<file path="config.mk">
export PLATFORM = sky130hd
export DESIGN_NAME = fpu_cmd_issuer
export DESIGN_NICKNAME = d
export VERILOG_FILES = /design/src/rtl/fpu_cmd_issuer.sv
export SDC_FILE = /design/constraint.sdc
export NUM_CORES = 1
export LEC_CHECK = 0
export ABC_CLOCK_PERIOD_IN_PS = 2600
export CORE_MARGIN = 2
export CORE_UTILIZATION = 40
export CTS_CLUSTER_SIZE = 20
export DETAILED_ROUTE_END_ITERATION = 7
export DONT_BUFFER_PORTS = 1
export HOLD_SLACK_MARGIN = 0.02
export SLEW_MARGIN = 20
export SYNTH_ARGS = -nofsm -noshare
export SYNTH_HDL_FRONTEND = slang
export SYNTH_SLANG_ARGS = --single-unit
</file>
<file path="constraint.sdc">
create_clock -name clk -period 2.6 [get_ports clk]
set_input_delay 0.26 -clock clk [delete_from_list [all_inputs] [get_ports clk]]
set_output_delay 0.26 -clock clk [all_outputs]
set_load 0.01 [all_outputs]
</file>
<file path="src/rtl/fpu_cmd_issuer.sv">
// Command issuer for the fpu: queues float32 commands, drives the fpu one
// operation at a time and returns tagged results over a valid/ready port.
module fpu_cmd_issuer #(
   parameter int unsigned DEPTH   = 4,
   parameter int unsigned FPU_LAT = 2,
   parameter int unsigned TAG_W   = 4
) (
   input  logic             clk,
   input  logic             rst_n,
   input  logic             cmd_valid,
   output logic             cmd_ready,
   input  logic [31:0]      cmd_a,
   input  logic [31:0]      cmd_b,
   input  logic [1:0]       cmd_op,
   output logic [31:0]      fpu_a,
   output logic [31:0]      fpu_b,
   output logic [1:0]       fpu_op,
   input  logic [31:0]      fpu_out,
   output logic             res_valid,
   input  logic             res_ready,
   output logic [31:0]      res_data,
   output logic [TAG_W-1:0] res_tag,
   output logic             busy
);

   localparam int unsigned PTR_W = $clog2(DEPTH);
   localparam int unsigned CNT_W = PTR_W + 1;
   localparam int unsigned LAT_W = (FPU_LAT > 1) ? $clog2(FPU_LAT) : 1;

   typedef struct packed {
      logic [31:0] a;
      logic [31:0] b;
      logic [1:0]  op;
   } cmd_t;

   typedef enum logic [1:0] {IDLE, WAIT, HOLD} state_t;

   cmd_t             mem [DEPTH];
   logic [PTR_W-1:0] wr_ptr;
   logic [PTR_W-1:0] rd_ptr;
   logic [CNT_W-1:0] count;
   cmd_t             head_c;
   logic             empty_c;
   logic             push_c;
   logic             pop_c;

   state_t           state;
   logic [LAT_W-1:0] lat_cnt;
   logic [TAG_W-1:0] issue_cnt;
   logic [TAG_W-1:0] cur_tag;

   assign empty_c   = (count == '0);
   assign cmd_ready = (count != CNT_W'(DEPTH));
   assign push_c    = cmd_valid && cmd_ready;
   assign head_c    = mem[rd_ptr];
   // The FSM pops exactly when it issues: from IDLE, or when a held result is taken.
   assign pop_c     = !empty_c && ((state == IDLE) || ((state == HOLD) && res_ready));
   assign busy      = !empty_c || (state != IDLE);

   always_ff @(posedge clk) begin
      if (push_c) begin
         mem[wr_ptr] <= '{a: cmd_a, b: cmd_b, op: cmd_op};
      end
   end

   always_ff @(posedge clk or negedge rst_n) begin
      if (!rst_n) begin
         wr_ptr <= '0;
         rd_ptr <= '0;
         count  <= '0;
      end else begin
         if (push_c) wr_ptr <= wr_ptr + PTR_W'(1);
         if (pop_c)  rd_ptr <= rd_ptr + PTR_W'(1);
         case ({push_c, pop_c})
            2'b10:   count <= count + CNT_W'(1);
            2'b01:   count <= count - CNT_W'(1);
            default: count <= count;
         endcase
      end
   end

   always_ff @(posedge clk or negedge rst_n) begin
      if (!rst_n) begin
         state     <= IDLE;
         lat_cnt   <= '0;
         issue_cnt <= '0;
         cur_tag   <= '0;
         fpu_a     <= '0;
         fpu_b     <= '0;
         fpu_op    <= '0;
         res_valid <= 1'b0;
         res_data  <= '0;
         res_tag   <= '0;
      end else begin
         case (state)
            IDLE: state <= IDLE;
            WAIT: begin
               if (lat_cnt != '0) begin
                  lat_cnt <= lat_cnt - LAT_W'(1);
               end else begin
                  res_data  <= fpu_out;
                  res_tag   <= cur_tag;
                  res_valid <= 1'b1;
                  state     <= HOLD;
               end
            end
            HOLD: begin
               if (res_ready) begin
                  res_valid <= 1'b0;
                  state     <= IDLE;
               end
            end
            default: state <= IDLE;
         endcase
         // An issue overrides the transition above (HOLD hand-off goes straight to WAIT).
         if (pop_c) begin
            fpu_a     <= head_c.a;
            fpu_b     <= head_c.b;
            fpu_op    <= head_c.op;
            lat_cnt   <= LAT_W'(FPU_LAT - 1);
            cur_tag   <= issue_cnt;
            issue_cnt <= issue_cnt + TAG_W'(1);
            state     <= WAIT;
         end
      end
   end

endmodule

</file>
**Word level (Yosys, flattened, before mapping)**

Memories as Yosys holds them, arrays and structs flattened. A register that Yosys moved wholly into a read port is not among the register bits.
Cells that the tools add are included.

- Register bits after elaboration: 55
- RAM bits: 264
- Output and inout bits: 105
- Input bits: 102
- Memories: 1
- Logic and storage cells: 56

- Bitwise gates (word level): 1
- Reduce and logical (&&, ||, !) cells: 16
- Multiplexer cells: 13
- Add/subtract/negate cells: 6
- Equality and inequality tests: 9

Memory list:

| name | words | bits a word | rd ports | clocked after memory_dff | wr ports | line | source |
|---|---|---|---|---|---|---|---|
| mem | 4 | 66 | 1 | 1 | 1 | 38 | `cmd_t mem [DEPTH];` |

Operators by type and width:

| kind | count |
|---|---|
| $ne 3x3->1 const B | 3 |
| $reduce_bool 2->1 | 4 |
| $mux 1 | 7 |
| $mux 2 | 3 |
| $pmux 3 s2 | 1 |
| $add 2x1->2 const B | 2 |
| $add 4x1->4 const B | 1 |
| $eq 2x1->1 const B | 2 |
| $eq 2x2->1 const B | 2 |
| $ne 2x2->1 const B | 2 |
| $pmux 2 s2 | 1 |
| $reduce_and 2->1 | 2 |
| $add 3x1->3 const B | 1 |
| $logic_and 1x1->1 | 3 |
| $logic_not 3->1 | 1 |
| $reduce_and 3->1 | 1 |
| $sub 3x1->3 const B | 1 |
| $logic_not 1->1 | 2 |
| $logic_not 2->1 | 1 |
| $logic_or 1x1->1 | 2 |
| $pmux 1 s2 | 1 |
| $not 1->1 | 1 |
| $sub 1x1->1 const B | 1 |

**Longest topological paths before layout**

Gate-level depths: netlist of the first run.

- Depth after elaboration: 6
- Gate-level depth with buffers: 9
- Depth with buffers taken out: 8

**Worst setup path before layout of the first run**

No wires, ideal clock.

- Path kind: register to register
- Start point: register count[0]
- End point: memory mem[0][0] in the netlist's numbering, enable pin
- Buffers on the path: 0
- Cell stages (with the launch flop): 3
- Clock period less this slack: 2.745 ns
- Data required time: 2.168 ns
- Setup slack: -0.145 ns
- Library setup time: 0.432 ns
- Data arrival time: 2.313 ns
- Cells stage by stage: dfrtp_1 -> or3b_1 -> and3_1

- Cells in the longest elaborated chain, start to end: 4

RTL lines:

| item | line | source |
|---|---|---|
| start: declaration | 41 | `logic [CNT_W-1:0] count;` |
| start signal: assignment | 75 | `2'b10: count <= count + CNT_W'(1);` |
| start signal: assignment | 76 | `2'b01: count <= count - CNT_W'(1);` |
| start signal: assignment | 77 | `default: count <= count;` |
| $ne 3x3->1 | 53 | `assign cmd_ready = (count != CNT_W'(DEPTH));` |
| net cmd_ready | 11 | `output logic cmd_ready,` |
| $logic_and 1x1->1 | 54 | `assign push_c = cmd_valid && cmd_ready;` |
| $mux 1 | 61 | `if (push_c) begin` |
| $mux 1 (not written as such) | 62 | `mem[wr_ptr] <= '{a: cmd_a, b: cmd_b, op: cmd_op};` |
| end: declaration | 38 |  |

The timed path passes the listed nets, and every way through them passes these cells.

**Final worst setup path of the first run**

- Start point: register count[1]
- End point: register count[1]

- Cells in the longest elaborated chain, start to end: 5
- Elaborated cells between the ends (all ways): 11
- Classes of those cells: add/sub: 2; eq/ne: 3; mux: 1; reduce/logical: 5

RTL lines:

| item | line | source |
|---|---|---|
| $logic_not 3->1 | 52 | `assign empty_c = (count == '0);` |
| $logic_not 1->1 | 57 | `assign pop_c = !empty_c && ((state == IDLE) \|\| ((state == HOLD) && res_ready));` |
| $logic_and 1x1->1 | 57 |  |
| $eq 2x1->1 or $eq 2x2->1 (tied branches) | 74 | `case ({push_c, pop_c})` |
| $pmux 3 s2 or $reduce_bool 2->1 (tied branches) | n/a |  |

Several ways; a longest one is shown, not always the timed one.
A chain may end at the register's enable or synchronous reset.

==> flow_metrics.tcl, run 1 <==
set metrics [dict create \
    status "finished, violations left" \
    violations "negative hold slack" \
    drt_iter0_drc 357 \
    synth_cell_types 33 \
    grtUsageTotal_pct 14.8 \
    power_density_nw_per_um2 1210 \
    routedWlPerCell_um 21.7 \
    clock.fmax_ghz 0.461 \
    final_antenna_net_count 0 \
    yosys_register_bits 385 \
    clkPwrFrac_pct 26.5 \
    yosys_warnings 0 \
    critical_path_class "reg2reg" \
    synthFlopType "edfxtp_1" \
    grt_max_degree 122 \
    core_area_um2 35400 \
    grt_antenna_before_repair 2 \
    maxCapViolations 0 \
    fin_crit_sh_pct 83.4 \
    hpwlAfterDp_mm 15.8 \
    tns_ns 0 \
    place_congestion 0.712 \
    clock_latency_ns 0.54 \
    p_int_uw 14800 \
    r2r_setup_slack_ns 0.43 \
    cts-resized-gates 0 \
    max-slew-margin-rel_pct 62.8 \
    finish.cell_count_without_fillers 1255 \
    numCtsBuffers 41 \
    synth_edf_count 264 \
    synth_top_area_cell "edfxtp_1" \
    fp.dieW_um 193 \
    drt-total-wl_mm 27.3 \
    fin_area_um2 17200 \
    drive_gt1_share_pct 32.3 \
    vias 6367 \
    rsz0062_at_grt "no" \
    worst_pin_slew_ns 0.558 \
    place_inst 1078 \
    cts_root_buf "clkbuf_16" \
    p_seq_share_pct 48.0 \
    ys_seq_area_share_pct 76.7 \
    drc_errors 0 \
    setup-violations-final 0 \
    synthTopCellsByArea "edfxtp_1 (55%), dfrtp_1 (21%), mux4_2 (10%)" \
    cp_max_fo 4 \
    finalHoldViolCount 121 \
    cts_tree "done" \
    syn-instance-count 633 \
    p_leak_uw 0.00606 \
    grt_pass1_wl_mm 41.3 \
    p_comb_share_pct 25.5 \
    drv_slew 0 \
    clk_pin_slew_ns 0.06 \
    hold_ws_ns -0.573 \
    fin_skew_ns 0.0149 \
    ios 207 \
    dr.pass1.iters 4 \
    critPathCaptureType "flip-flop" \
    overflow 0 \
    dieArea_um2 37200 \
    syn2layout_area_growth_pct 20.4 \
    port_buffers 0 \
    synth_top_area_share_pct 55.5 \
    rows 69 \
    startpoint_type "flip-flop" \
    worstPathRequired_ns 3.01 \
    die_h_um 193 \
    ir_drop_mv 0.791 \
    yosysMostFrequentCell "edfxtp_1" \
    critPathArrivalTime_ns 2.57 \
    min-delay-path-class "in2async" \
    vias_per_cell 5.07 \
    clock-sinks 385 \
    cts_buffer_depth 3 \
    syn_nets 742 \
    cts_hold_buf 100 \
    syn_avg_cell_area_um2 22.6 \
    synthArstFlopShare_pct 31.4 \
    syn_area_um2 14300 \
    place_area_um2 14900 \
    grt_pass1_vias 7077 \
    synth_top_cells_by_count "edfxtp_1 (264), dfrtp_1 (121), mux2_2 (92)" \
    period_minus_slack_ns 2.17 \
    swShare_pct 29.1 \
    fin_nets 869 \
    h-tree-depth 2 \
    start_util_pct 40.4 \
    p_sw_uw 6070 \
]
-- routing by layer --
metal / global-route usage (%) / vias up / wire [um]
li1: - / 2780 / -
met1: 18.0 / 3337 / 11100
met2: 25.4 / 208 / 13600
met3: 4.67 / 42 / 2040
met4: 4.22 / 0 / 503
met5: 0 / - / 0
-- what timing repair did --
action,4_1_cts,5_1_grt
setup endpoints to repair,0,0
endpoints found under the hold margin,419,121
setup buffers,0,0
-- state kept, by name, indices dropped and copies added, names as in the netlist, 2 cells and up --
register,flops
mem,264
fpu_a,32
fpu_b,32
res_data,32
cur_tag,4
issue_cnt,4
res_tag,4
count,3
fpu_op,2
rd_ptr,2
state,2
wr_ptr,2
-- final cells by class --
class / instances / area, um^2
multi-input cells: 217 / 3150
well taps: 461 / 577
clock buffers: 59 / 1220
fillers: 2863 / 18200
clock inverters: 16 / 93.8
inverters: 4 / 15.0
flip-flops and latches: 385 / 11000
repair buffers: 111 / 1170
diodes: 2 / 5.00
-- final timing paths --
kind	from	to	cells past startpoint
max	count[1]	count[1]	6
min	rst_n	res_data[3]	0
max reg2reg	count[1]	count[1]	6
min reg2reg	issue_cnt[3]	issue_cnt[3]	1
max in group asynchronous	rst_n	fpu_a[31]	0
min in group clk	cmd_valid	mem[2][55]	1
-- cells in the final DEF, fill, tap and decap left out, types with 2 or more instances in the layout --
cell	n
xnor2_1	3
nor3_4	2
dfrtp_1	119
buf_4	4
mux4_2	66
clkbuf_16	43
edfxtp_1	264
mux2_2	92
clkinv_4	2
clkbuf_8	8
nor2_1	5
clkbuf_1	8
inv_1	4
mux2_4	18
and3_4	4
xor2_1	6
buf_12	7
clkinv_1	7
dfrtp_4	2
clkinv_2	5
diode_2	2
nor4b_1	2
nand2_1	2
ha_1	6
dlygate4sd3_1	100
-- critical path, stage by stage, from the launching register on --
cell and delay (ns):
dfrtp_1 0.45, or3b_1 0.41, and2_1 0.20, inv_1 0.08, ha_1 0.20, fa_1 0.43, mux2_2 0.28
-- power groups by stage --
| stage | Sequential (uW) | Clock [uW] | Combinational (uW) |
|---|---|---|---|
| 3_5_place_dp | 10200 | 0 | 5270 |
| 6_report | 10000 | 5520 | 5320 |
| 2_1_floorplan | 9630 | 0 | 4390 |
| 3_3_place_gp | 10100 | 0 | 5110 |
| 5_1_grt | 10300 | 5930 | 5810 |
| 4_1_cts | 10100 | 5680 | 5470 |
-- logic make-up after synthesis --
logic type / share of synthesized area (%)
muxes: 19.5
xor gates and xnor gates: 0.552
adders and majority gates: 0.666
buffers and inverters: 1.42
DFF: 76.7
AOI/OAI and AO/OA: 0.140
and+or+nand+nor: 0.990
-- per-stage QoR --
| stage | utilization, % | total power [uW] | hold WS (ns) | setup WS (ns) |
|---|---|---|---|---|
| 6_report | 48.6 | 20900 | -0.573 | 0.432 |
| 5_1_grt | 48.6 | 22000 | -0.609 | 0.363 |
| 4_1_cts | 48.6 | 21200 | -0.613 | 0.413 |
| 3_5_place_dp | 42.0 | 15500 | -0.0320 | 0.427 |
| 3_3_place_gp | 42.0 | 15200 | -0.0320 | 0.494 |
| 2_1_floorplan | - | 14000 | -0.0356 | 0.444 |
Power figures use the tool's default switching activity.
==> run 2: changes to the inputs <==
ABC_CLOCK_PERIOD_IN_PS = 1810   (was 2600)
clock period = 1.81 ns   (was 2.6 ns; I/O delays follow)
==> flow_metrics.tcl, run 2 (synthesis results as in run 1) <==
set metrics [dict create \
    critical_path_class "reg2reg" \
    mostFrequentLayoutCell "edfxtp_1" \
    cts_root_buf "clkbuf_16" \
    drive_gt1_share_pct 35.3 \
    fin_nets 890 \
    vias_per_cell 5.05 \
    grt_pass1_vias 7167 \
    fin_ws_ns -0.141 \
    drt-total-wl_mm 27.7 \
    clock.fmax_ghz 0.513 \
    core_area_um2 35400 \
    rsz0062_at_grt "yes" \
    overflow 0 \
    largest_register "mem" \
    worstPathRequired_ns 2.24 \
    drc_errors 0 \
    critPathArrivalTime_ns 2.38 \
    cts_buffer_depth 3 \
    power_uw 31000 \
    violations "negative hold slack, negative setup slack" \
    fillers 2829 \
    finish.cell_count_without_fillers 1274 \
    hold_ws_ns -0.672 \
    fp.dieW_um 193 \
    place_inst 1099 \
    critPathCaptureType "flip-flop" \
    place_congestion 0.723 \
    critPathTopFamily "simple AND/OR/NAND/NOR gates" \
    numCtsBuffers 40 \
    largest_reg_flops 264 \
    finish.utilization_pct 49.6 \
    ios 207 \
    max-slew-margin-rel_pct 75.8 \
    rows 69 \
    seqCellArea_um2 11000 \
    pre_cts_ws_ns -0.208 \
    cts_tree "done" \
    cp_max_fo 2 \
    grtUsageTotal_pct 15.1 \
    setup-violations-final 14 \
    path_buf_inv 1 \
    p_leak_uw 0.00624 \
    crit_slowest_cell "fa_2" \
    syn2layout_area_growth_pct 22.9 \
    grt_antenna_before_repair 2 \
    dr.pass1.iters 4 \
    die_h_um 193 \
    mostFrequentLayoutCells "edfxtp_1 (264), dfrtp_1 (118), dlygate4sd3_1 (99)" \
    multi_input_area_um2 3190 \
    vias 6430 \
    status "finished, violations left" \
    h-tree-depth 2 \
    grt_max_degree 122 \
    period_minus_slack_ns 1.95 \
    fin_skew_ns 0.0171 \
    drt_iter0_drc 285 \
    port_buffers 0 \
    clock_latency_ns 0.56 \
    clk_pin_slew_ns 0.06 \
    final_antenna_net_count 0 \
    maxCapViolations 0 \
    fin_crit_sh_pct 108 \
    startpoint_type "flip-flop" \
    ir_drop_mv 1.13 \
    finalHoldViolCount 121 \
    tns_ns -0.842 \
    start_util_pct 40.4 \
    hpwlAfterDp_mm 16.8 \
    clock-sinks 385 \
    routedWlPerCell_um 21.8 \
    worst_pin_slew_ns 0.358 \
    dieArea_um2 37200 \
    min-delay-path-class "in2async" \
    slowest_delay_ns 0.43 \
    grt_pass1_wl_mm 41.3 \
    drv_slew 0 \
    crit_chain "or3b_4, and2_4, inv_4, ha_4, fa_2, mux2_4" \
    cts_hold_buf 99 \
    power_density_nw_per_um2 1770 \
]
run 2: changes by cell type in the layout (fill, tap and decap cells not counted), moves of 2 or more:
cell       delta
clkbuf_16     -3
bufinv_16     +4
buf_12       +10
clkbuf_8      -6
buf_6         +2
buf_4         +9
run 2: power breakdown:
part | internal [uW] | switching (uW)
combinational | 5060 | 3670
sequential | 12300 | 2010
clock | 4750 | 3240
total | 22100 | 8920
run 2: worst reg2reg max path, cell delays in order, from the launching register on:
cell	delay (ns)
dfrtp_1	0.38
or3b_4	0.40
and2_4	0.16
inv_4	0.06
ha_4	0.13
fa_2	0.43
mux2_4	0.27
run 2: area by class of cell:
| class | instances | share of cell area [%] |
|---|---|---|
| Multi-Input combinational cell | 217 | 18.2 |
| Inverter | 4 | 0.0998 |
| Timing Repair Buffer | 133 | 8.61 |
| Tap cell | 461 | 3.29 |
| Sequential cell | 385 | 62.5 |
| Clock buffer | 50 | 6.05 |
| Antenna cell | 2 | 0.0285 |
| Clock inverter | 22 | 1.32 |
run 2: routing by layer:
metal | wire length [um] | GRT usage (%) | vias to the layer above
li1 | - | - | 2831
met1 | 10800 | 17.2 | 3351
met2 | 14000 | 26.1 | 204
met3 | 2330 | 5.36 | 44
met4 | 615 | 5.45 | 0
met5 | 0 | 0 | -
run 2: path summary, 6_finish.rpt:
kind	start	endpoint	slack (ns)	depth (start not counted)
max	count[1]	count[1]	-0.14	6
min	rst_n	res_data[0]	-0.67	0
max reg2reg	count[1]	count[1]	-0.14	6
min reg2reg	issue_cnt[3]	issue_cnt[3]	0.47	1
max in group asynchronous	rst_n	rd_ptr[0]	2.33	0
min in group clk	cmd_valid	wr_ptr[0]	0.07	4
run 2: through the flow:
stage	hold slack, ns	area (um^2)
after floorplan	-0.115	14300
after global placement	-0.111	15200
after detailed placement	-0.111	15200
after CTS	-0.718	17500
after global routing	-0.706	17600
final	-0.672	17600
run 2: repair_timing:
action / CTS / global route
endpoints found under the setup margin: 9 / 70
resized for setup: 5 / 4
pin swaps: 6 / 4
buffers inserted: 1 / 0
hold endpoints to repair: 418 / 121
cloned: 1 / 0
